### src/rtl/bus_region_router.sv
// bus_region_router
//   Routes load/store requests from the core to one of NUM_REGIONS memory-mapped
//   targets. Each target owns an inclusive [base, limit] window. Requests use a
//   valid/ready handshake. Targets finish with a per-region ack, and the router
//   returns a registered, single-cycle response. Unmapped addresses and targets
//   that never ack (when TIMEOUT_CYCLES != 0) produce an error response.
//
// Ports
//   clock, reset_n              posedge clock, asynchronous active-low reset
//   req_valid/ready             request handshake; ready is high only in IDLE
//   req_address/write/wdata     request payload
//   resp_valid                  one-cycle response strobe
//   resp_rdata/error            response payload, held until the next response
//   region_sel                  one-hot target select, held through BUSY
//   region_address              request address minus the selected region's base
//   region_write/wdata          registered request write flag and data
//   region_rdata                packed per-region read data
//   region_ack                  per-region done; only the selected bit counts

// Per-region decode and return-path masking.
module bus_region_lane #(
  parameter int                    ADDR_WIDTH = 32,
  parameter int                    DATA_WIDTH = 32,
  parameter logic [ADDR_WIDTH-1:0] BASE       = '0,
  parameter logic [ADDR_WIDTH-1:0] LIMIT      = '0
) (
  input  logic [ADDR_WIDTH-1:0] addr,
  output logic                  hit,
  output logic [ADDR_WIDTH-1:0] offset,
  input  logic                  sel,
  input  logic                  ack,
  input  logic [DATA_WIDTH-1:0] rdata,
  output logic                  ack_m,
  output logic [DATA_WIDTH-1:0] rdata_m
);
  // base <= addr <= limit is the same as (addr - base) <= (limit - base) in
  // modulo arithmetic. This reuses the offset subtractor and avoids a compare
  // against a constant zero base.
  localparam logic [ADDR_WIDTH-1:0] SPAN = LIMIT - BASE;
  localparam bit                    LIVE = (LIMIT >= BASE);

  assign offset  = addr - BASE;
  assign hit     = LIVE && (offset <= SPAN);
  assign ack_m   = sel & ack;
  assign rdata_m = sel ? rdata : '0;
endmodule

module bus_region_router #(
  parameter int NUM_REGIONS    = 4,
  parameter int ADDR_WIDTH     = 32,
  parameter int DATA_WIDTH     = 32,
  parameter logic [NUM_REGIONS*ADDR_WIDTH-1:0] REGION_BASE  = {32'h1000, 32'h100, 32'h50, 32'h0},
  parameter logic [NUM_REGIONS*ADDR_WIDTH-1:0] REGION_LIMIT = {32'h1fff, 32'h1ff, 32'hff, 32'h4f},
  parameter int TIMEOUT_CYCLES = 255
) (
  input  logic                              clock,
  input  logic                              reset_n,
  input  logic                              req_valid,
  output logic                              req_ready,
  input  logic [ADDR_WIDTH-1:0]             req_address,
  input  logic                              req_write,
  input  logic [DATA_WIDTH-1:0]             req_wdata,
  output logic                              resp_valid,
  output logic [DATA_WIDTH-1:0]             resp_rdata,
  output logic                              resp_error,
  output logic [NUM_REGIONS-1:0]            region_sel,
  output logic [ADDR_WIDTH-1:0]             region_address,
  output logic                              region_write,
  output logic [DATA_WIDTH-1:0]             region_wdata,
  input  logic [NUM_REGIONS*DATA_WIDTH-1:0] region_rdata,
  input  logic [NUM_REGIONS-1:0]            region_ack
);
  typedef enum logic [1:0] {IDLE, BUSY, RESP} state_t;

  // The counter only has to reach TIMEOUT_CYCLES-1.
  localparam int CNT_W = (TIMEOUT_CYCLES > 1) ? $clog2(TIMEOUT_CYCLES) : 1;
  localparam logic [CNT_W-1:0] TO_LAST =
    CNT_W'((TIMEOUT_CYCLES > 0) ? TIMEOUT_CYCLES - 1 : 0);

  state_t                                  state, state_nxt;
  logic [CNT_W-1:0]                        cnt, cnt_nxt;
  logic [NUM_REGIONS-1:0]                  sel_nxt;
  logic [ADDR_WIDTH-1:0]                   addr_nxt;
  logic                                    wr_nxt;
  logic [DATA_WIDTH-1:0]                   wd_nxt, rdata_nxt;
  logic                                    err_nxt;

  logic [NUM_REGIONS-1:0]                  hit, first, ack_m;
  logic [NUM_REGIONS-1:0][ADDR_WIDTH-1:0]  offs;
  logic [NUM_REGIONS-1:0][DATA_WIDTH-1:0]  rd_m;
  logic [ADDR_WIDTH-1:0]                   off_sel;
  logic [DATA_WIDTH-1:0]                   rdata_sel;
  logic                                    ack_hit;

  for (genvar g = 0; g < NUM_REGIONS; g++) begin : g_lane
    bus_region_lane #(
      .ADDR_WIDTH (ADDR_WIDTH),
      .DATA_WIDTH (DATA_WIDTH),
      .BASE       (REGION_BASE[g*ADDR_WIDTH +: ADDR_WIDTH]),
      .LIMIT      (REGION_LIMIT[g*ADDR_WIDTH +: ADDR_WIDTH])
    ) u_lane (
      .addr    (req_address),
      .hit     (hit[g]),
      .offset  (offs[g]),
      .sel     (region_sel[g]),
      .ack     (region_ack[g]),
      .rdata   (region_rdata[g*DATA_WIDTH +: DATA_WIDTH]),
      .ack_m   (ack_m[g]),
      .rdata_m (rd_m[g])
    );
  end

  // Lowest-index hit wins on overlapping windows. Isolate the lowest set bit.
  assign first = hit & (~hit + NUM_REGIONS'(1));

  // Both vectors are one-hot or zero, so AND-OR muxing is enough.
  always_comb begin
    off_sel   = '0;
    rdata_sel = '0;
    for (int i = 0; i < NUM_REGIONS; i++) begin
      if (first[i]) off_sel = off_sel | offs[i];
      rdata_sel = rdata_sel | rd_m[i];
    end
    ack_hit = |ack_m;
  end

  always_comb begin
    state_nxt  = state;
    cnt_nxt    = cnt;
    sel_nxt    = region_sel;
    addr_nxt   = region_address;
    wr_nxt     = region_write;
    wd_nxt     = region_wdata;
    rdata_nxt  = resp_rdata;
    err_nxt    = resp_error;
    req_ready  = 1'b0;
    resp_valid = 1'b0;
    case (state)
      IDLE: begin
        req_ready = 1'b1;
        if (req_valid) begin
          if (|hit) begin
            sel_nxt   = first;
            addr_nxt  = off_sel;
            wr_nxt    = req_write;
            wd_nxt    = req_wdata;
            cnt_nxt   = '0;
            state_nxt = BUSY;
          end else begin
            err_nxt   = 1'b1;
            rdata_nxt = '0;
            state_nxt = RESP;
          end
        end
      end
      BUSY: begin
        cnt_nxt = cnt + CNT_W'(1);
        // An ack on the timeout edge still completes normally.
        if (ack_hit) begin
          rdata_nxt = region_write ? '0 : rdata_sel;
          err_nxt   = 1'b0;
          sel_nxt   = '0;
          state_nxt = RESP;
        end else if (TIMEOUT_CYCLES != 0 && cnt == TO_LAST) begin
          rdata_nxt = '0;
          err_nxt   = 1'b1;
          sel_nxt   = '0;
          state_nxt = RESP;
        end
      end
      RESP: begin
        resp_valid = 1'b1;
        state_nxt  = IDLE;
      end
      default: state_nxt = IDLE;
    endcase
  end

  always_ff @(posedge clock or negedge reset_n) begin
    if (!reset_n) state <= IDLE;
    else          state <= state_nxt;
  end

  always_ff @(posedge clock or negedge reset_n) begin
    if (!reset_n) begin
      cnt            <= '0;
      region_sel     <= '0;
      region_address <= '0;
      region_write   <= 1'b0;
      region_wdata   <= '0;
      resp_rdata     <= '0;
      resp_error     <= 1'b0;
    end else begin
      cnt            <= cnt_nxt;
      region_sel     <= sel_nxt;
      region_address <= addr_nxt;
      region_write   <= wr_nxt;
      region_wdata   <= wd_nxt;
      resp_rdata     <= rdata_nxt;
      resp_error     <= err_nxt;
    end
  end
endmodule

### config.mk
export PLATFORM = sky130hd
export DESIGN_NAME = bus_region_router
export DESIGN_NICKNAME = d
export VERILOG_FILES = /design/src/rtl/bus_region_router.sv
export SDC_FILE = /design/constraint.sdc
export NUM_CORES = 1
export LEC_CHECK = 0
export ABC_AREA = 1
export ABC_CLOCK_PERIOD_IN_PS = 1600
export CAP_MARGIN = 15
export CELL_PAD_IN_SITES_DETAIL_PLACEMENT = 0
export CELL_PAD_IN_SITES_GLOBAL_PLACEMENT = 1
export CORE_UTILIZATION = 27
export CTS_CLUSTER_SIZE = 14
export DETAILED_ROUTE_END_ITERATION = 12
export GPL_ROUTABILITY_DRIVEN = 0
export PLACE_DENSITY_LB_ADDON = 0.1
export RECOVER_POWER = 25
export SETUP_SLACK_MARGIN = 0.2
export SLEW_MARGIN = 20
export SYNTH_ARGS = -nofsm -noshare
export SYNTH_HDL_FRONTEND = slang
export SYNTH_SLANG_ARGS = --single-unit
export TNS_END_PERCENT = 1
### constraint.sdc
create_clock -name clock -period 1.6 [get_ports clock]
set_input_delay 0.32 -clock clock [delete_from_list [all_inputs] [get_ports clock]]
set_output_delay 0.32 -clock clock [all_outputs]
set_load 0.02 [all_outputs]
After elaboration in Yosys (flattened, before gate mapping)
Index checks and enable logic that the tools add are counted.

operators by class
  add/subtract/negate cells = 5
  reductions and logical operators = 9
  bitwise gates (word level) = 12
  multiplexer cells = 34
  equality and inequality tests = 7
  order comparisons = 4

operators with widths
  operator                                                                  count
  32-bit 2-to-1 mux                                                         13
  32-bit bitwise OR                                                         6
  32-bit by 8-bit <= comparator with 1-bit output (second input constant)   2
  32-bit one-hot mux with 2 select lines                                    1
  32-bit by 12-bit <= comparator with 1-bit output (second input constant)  1
  32-bit by 7-bit <= comparator with 1-bit output (second input constant)   1
  32-bit by 13-bit subtractor with 32-bit output (second input constant)    1
  32-bit by 7-bit subtractor with 32-bit output (second input constant)     1
  32-bit by 9-bit subtractor with 32-bit output (second input constant)     1
  4-bit 2-to-1 mux                                                          4
  8-bit 2-to-1 mux                                                          2
  8-bit one-hot mux with 2 select lines                                     1
  8-bit by 1-bit adder with 8-bit output (second input constant)            1
  8-bit == test (second input constant)                                     1
  2-bit 2-to-1 mux                                                          4
  4-bit one-hot mux with 2 select lines                                     1
  4-bit AND reduction                                                       2
  4-bit OR reduction                                                        2
  1-bit 2-to-1 mux                                                          6
  2-bit != test (second input constant)                                     3
  3-bit AND reduction                                                       2
  4-bit by 1-bit adder with 4-bit output (second input constant)            1
  1-bit bitwise AND                                                         4
  4-bit bitwise AND                                                         1
  other kinds (9)                                                           9

storage, ports and cells
  input port bits = 200
  word-level logic and storage cells = 79
  flip-flop bits (word level) = 112
  output and inout bits = 104

Longest topological paths before layout
  depth in word-level cells = 12
  gate-level depth with buffers = 22
  mapped depth without buffers = 21

Cells and area by module
A second synthesis with hierarchy kept.

second synthesis, totals
  cells, all modules = 1809
  area, all modules = 10171.0 um^2

by module, submodules not included
  module                              cells each  times used  area each (um^2)  seq. area each (um^2)
  bus_region_router                   862         1           5870.6            2802.7
  bus_region_lane (g_lane[1].u_lane)  302         1           1351.3            0.0
  bus_region_lane (g_lane[2].u_lane)  272         1           1229.9            0.0
  bus_region_lane (g_lane[3].u_lane)  242         1           1089.8            0.0
  bus_region_lane (g_lane[0].u_lane)  131         1           629.4             0.0

Worst setup path before layout
OpenSTA, ideal clock, no wires.

  path type = input port to flip-flop
  start = in req_address[12]
  end = reg region_address[4]
  stages on the path = 21
  required time = 1482 ps
  slack = -1026 ps
  data arrival time = 2509 ps
  buffers on the path = 4
  path through = buf_2 inv_1 ha_1 buf_2 nand2_2 nor2_8 nand2_4 nor2_4 nand2_1 nand2_1 nand3_1 nor2_1 inv_2 nor2_1 nand2_1 nand4_2 nand3_4 buf_6 buf_2 nand2_1 nand2_1

between the ends
  cells in the longest elaborated chain, start to end = 11
  elaborated cells on any way between the ends = 19
  classes of those cells = add/sub (4); order compare (4); mux (4); bitwise (5); reduce/logical (2)

ends and longest elaborated chain
  what                                                                                                    RTL line  source
  start, declared                                                                                         60        input logic [ADDR_WIDTH-1:0] req_address,
  parallel branches: the longest is 11 deep, another holds 32-bit by 7-bit subtractor with 32-bit output  --
  end signal, assigned                                                                                    196       region_address <= addr_nxt;
  end, declared                                                                                           67        output logic [ADDR_WIDTH-1:0] region_address,

Several ways; the timed one is not identified.
A chain may end at the register's enable or synchronous reset.

Worst setup path in the final report
  start = in req_address[15]
  end = reg region_wdata[26]

between the ends
  cells in the longest elaborated chain, start to end = 4
  elaborated cells on any way between the ends = 9
  classes of those cells = add/sub (3); order compare (4); reduce/logical (2)

ends and longest elaborated chain
  what                                                                                                                 RTL line  source
  32-bit by 7-bit subtractor with 32-bit output (tied with other cells)                                                42        assign offset = addr - BASE;
  32-bit by 8-bit <= comparator with 1-bit output or 32-bit by 12-bit <= comparator with 1-bit output (tied branches)  43        assign hit = LIVE && (offset <= SPAN);
  4-bit OR reduction (*)                                                                                               142       if (|hit) begin
  3-bit AND reduction (no line) (*)                                                                                    --
  end signal, assigned                                                                                                 198       region_wdata <= wd_nxt;
  end, declared                                                                                                        69        output logic [DATA_WIDTH-1:0] region_wdata,

Every way passes the cells marked *; elsewhere a longest branch is shown, timed or not.

==> flow_metrics.py <==
metrics = {
    "detailed_routing": {
        "routed_wl_um": 32600,
        "ant_nets": 0,
        "drt_first_iter_violations": 595,
        "vias": 9479,
        "via_per_inst": 4.62,
        "dr.pass1.iters": 8,
        "wl_per_cell_um": 15.9,
        "drc": 0,
    },
    "status": {
        "outcome": "finished with violations",
        "violations": "setup timing",
    },
    "global_routing": {
        "antenna_found_initial": 0,
        "first_global_vias": 8858,
        "grt_max_degree": 71,
        "grt_util_all_layers": 0.214,
        "grt_overflow": 0,
        "grt_pass1_wl_um": 48500,
    },
    "floorplan": {
        "die_area_um2": 29400,
        "die_y_um": 171,
        "rows": 61,
        "core_area_um2": 28000,
        "start_util": 0.277,
        "chipWidth_um": 171,
        "ioPinCount": 304,
    },
    "sta": {
        "slew-limit-headroom": 0.559,
        "hold_viol": 0,
        "setup_slack_ps": -852,
        "drv_slew": 0,
        "rsz0062_at_grt": "true",
        "fin_worst_skew_ps": 11.8,
        "period_share": 1.53,
        "fin_hold_ws_ps": 290,
        "fmax_mhz": 408,
        "setup_viol": 112,
        "fin_crit_ps": 2450,
        "tightest_slew_ps": 661,
    },
    "power": {
        "ir_drop_v": 0.000456,
        "leakage_nw": 6.92,
        "clkPwrFrac": 0.323,
        "sw_frac_of_total": 0.297,
        "seqPwrFrac": 0.403,
        "pwr-share-comb": 0.274,
        "p_int_mw": 4.99,
        "power-per-cell-area_nw_per_um2": 500,
        "power.total_mw": 7.09,
        "switchingPower_mw": 2.10,
    },
    "synth": {
        "synth.cell_area_um2": 7750,
        "synth_edf_count": 0,
        "ys.flop_type": "dfrtp_1",
        "syn_nets": 1364,
        "ys_seq_area_frac": 0.362,
        "syn_area_per_cell_um2": 6.72,
        "synth_seq_cells": 112,
        "synth_cell_type_count": 41,
        "yosys_warnings": 0,
        "synth_top_area_frac": 0.362,
        "synthArstFlopShare": 1.00,
        "synth_area_leaders": "dfrtp_1 36%, nand2_1 18%, nor2_1 7.7%",
        "postSynthCellCount": 1154,
        "yosysTopAreaCell": "dfrtp_1",
    },
    "setup_path": {
        "arrival_ps": 2740,
        "crit_path_max_fanout": 7,
        "cp-end-kind": "flop",
        "crit_required_ps": 1890,
        "critPathKind": "primary input to flop",
        "startpoint_type": "primary input",
    },
    "cells_and_area": {
        "fin_nets": 1879,
        "area_delta_synth_final_pct": 82.8,
        "num_antenna_cells": 0,
        "drive_gt1_frac": 0.338,
        "final_cell_count_no_fill": 2052,
    },
    "placed_design": {
        "dp.cells": 1987,
        "dp_hpwl_um": 25500,
        "io_buffer_count": 303,
        "pre_cts_slack_ps": -1790,
    },
    "job": {
        "cap_violations": 0,
    },
    "clock_tree": {
        "clk_latency_ps": 360,
        "cts_tree": "yes",
        "clkSinkCount": 112,
        "clk_pin_slew_ps": 90,
        "numCtsBuffers": 9,
        "clock_path_buffers": 2,
        "cts_root_buf": "clkbuf_16",
        "htree_levels": 3,
    },
    "worst_hold_path": {
        "min_path_type": "primary input to async pin",
    },
}
[layout make-up]
type / instances / area, µm²
multi-input combinational: 852 / 5020
fill: 2860 / 13800
clock inverter: 6 / 61.3
timing repair buffer: 549 / 5010
clock buffer: 10 / 239
sequential: 112 / 2800
inverter: 145 / 567
tap: 378 / 473
[worst paths after layout]
check | startpoint | to | slack, ps | cells past startpoint
setup / recovery | req_address[15] | region_wdata[26] | -850 | 20
setup reg to reg | region_sel[0] | resp_rdata[3] | -140 | 10
hold / removal | reset_n | region_address[22] | 290 | 2
hold reg to reg | region_address[21] | region_address[21] | 460 | 2
min in group clock | req_address[5] | region_address[5] | 370 | 4
max in group asynchronous | reset_n | cnt[3] | 420 | 3
[power by group through the flow]
stage                     logic, mW  clock network (mW)  registers [mW]
after floorplan               0.517                   0            2.91
after global placement         1.65                   0            2.91
after detailed placement       1.65                   0            2.91
after CTS                      1.91                2.38            2.86
after global routing           2.09                2.47            2.86
final                          1.94                2.29            2.86
[worst max-delay path, cell delays in order]
cell	delay [ps]
buf_2	110
buf_6	110
nor2_4	160
buf_6	140
nand2_8	70
nor2_8	180
buf_12	140
nand3_2	60
nand2_2	80
nand2_1	60
nor2_1	130
nand3_1	100
nor2_2	160
nand2_4	100
nand4_4	130
nand3_4	100
buf_8	150
buf_12	130
clkbuf_16	160
a21oi_2	130
[metal layers]
layer	share of wire	routed length [µm]	global-route usage	vias up
met5	0	0	0	-
met4	0.015	494	0.0485	0
met3	0.039	1280	0.0272	29
met2	0.48	15500	0.352	245
met1	0.47	15300	0.296	4467
li1	-	-	-	4738
[placed cells by master, fill, tap and decap left out, types with 4 or more instances in the layout]
cell type / count
a21oi_1: 25
a21oi_2: 22
a221oi_1: 28
a22o_1: 28
buf_12: 12
buf_2: 9
buf_4: 204
buf_6: 27
buf_8: 5
clkbuf_16: 10
clkbuf_2: 32
clkdlybuf4s15_1: 41
clkdlybuf4s15_2: 18
clkdlybuf4s50_1: 172
dfrtp_1: 112
dlygate4sd2_1: 22
ha_1: 5
ha_4: 5
inv_1: 118
inv_2: 20
nand2_1: 314
nand2_2: 44
nand2_4: 13
nand3_1: 79
nand3_2: 8
nand4_1: 30
nor2_1: 84
nor2_2: 57
nor2_4: 39
nor3_1: 4
o21ai_0: 9
o21ai_1: 7
o21ai_2: 5
xor2_1: 14
[sequential cells by signal (all words and copies together) (netlist names)]
register        flops
cnt                 8
region_address     32
region_sel          4
region_wdata       32
region_write        1
resp_error          1
resp_rdata         32
state               2
[cell usage after synthesis (2+ instances only)]
library cell / n
xor2_1: 17
inv_2: 13
nand4_1: 30
a221oi_1: 28
buf_6: 2
nand3_1: 88
buf_2: 13
a22o_1: 28
o21ai_1: 5
clkbuf_1: 24
buf_1: 2
nand3b_1: 2
nor2_2: 14
nor2_1: 159
nand2_2: 8
ha_1: 10
buf_4: 4
a21oi_2: 10
or2_2: 3
nor3_1: 7
dfrtp_1: 112
nand2_1: 364
inv_1: 131
nor3b_1: 4
a21oi_1: 38
o21ai_0: 16
nor2_4: 7
and3_1: 2
[stage by stage]
stage               TNS [ps]   util  instance area (µm²)
global route         -100880  0.506                14200
global placement     -187890  0.454                12700
CTS                   -83590  0.498                13900
detailed placement   -192350  0.454                12700
floorplan             -75680      -                 7870
finish                -85650  0.506                14200
[what timing repair did]
action,4_1_cts,5_1_grt
gates resized for setup,442,158
setup endpoints to repair,216,184
cloned,3,1
setup buffers,32,12
endpoints found under the hold margin,42,0
hold buffers,1,0
pin swaps,78,66
[cell families (layout without fill, tap and decap cells)]
kind of cell | after synthesis | count (layout) | share of synthesized area
simple gates | 695 | 695 | 0.387
buf+inv | 190 | 710 | 0.0980
compound gates | 129 | 129 | 0.117
flops | 112 | 112 | 0.362
xor+xnor | 18 | 18 | 0.0203
fa+ha+maj | 10 | 10 | 0.0161
(Power assumes the default switching activity.)
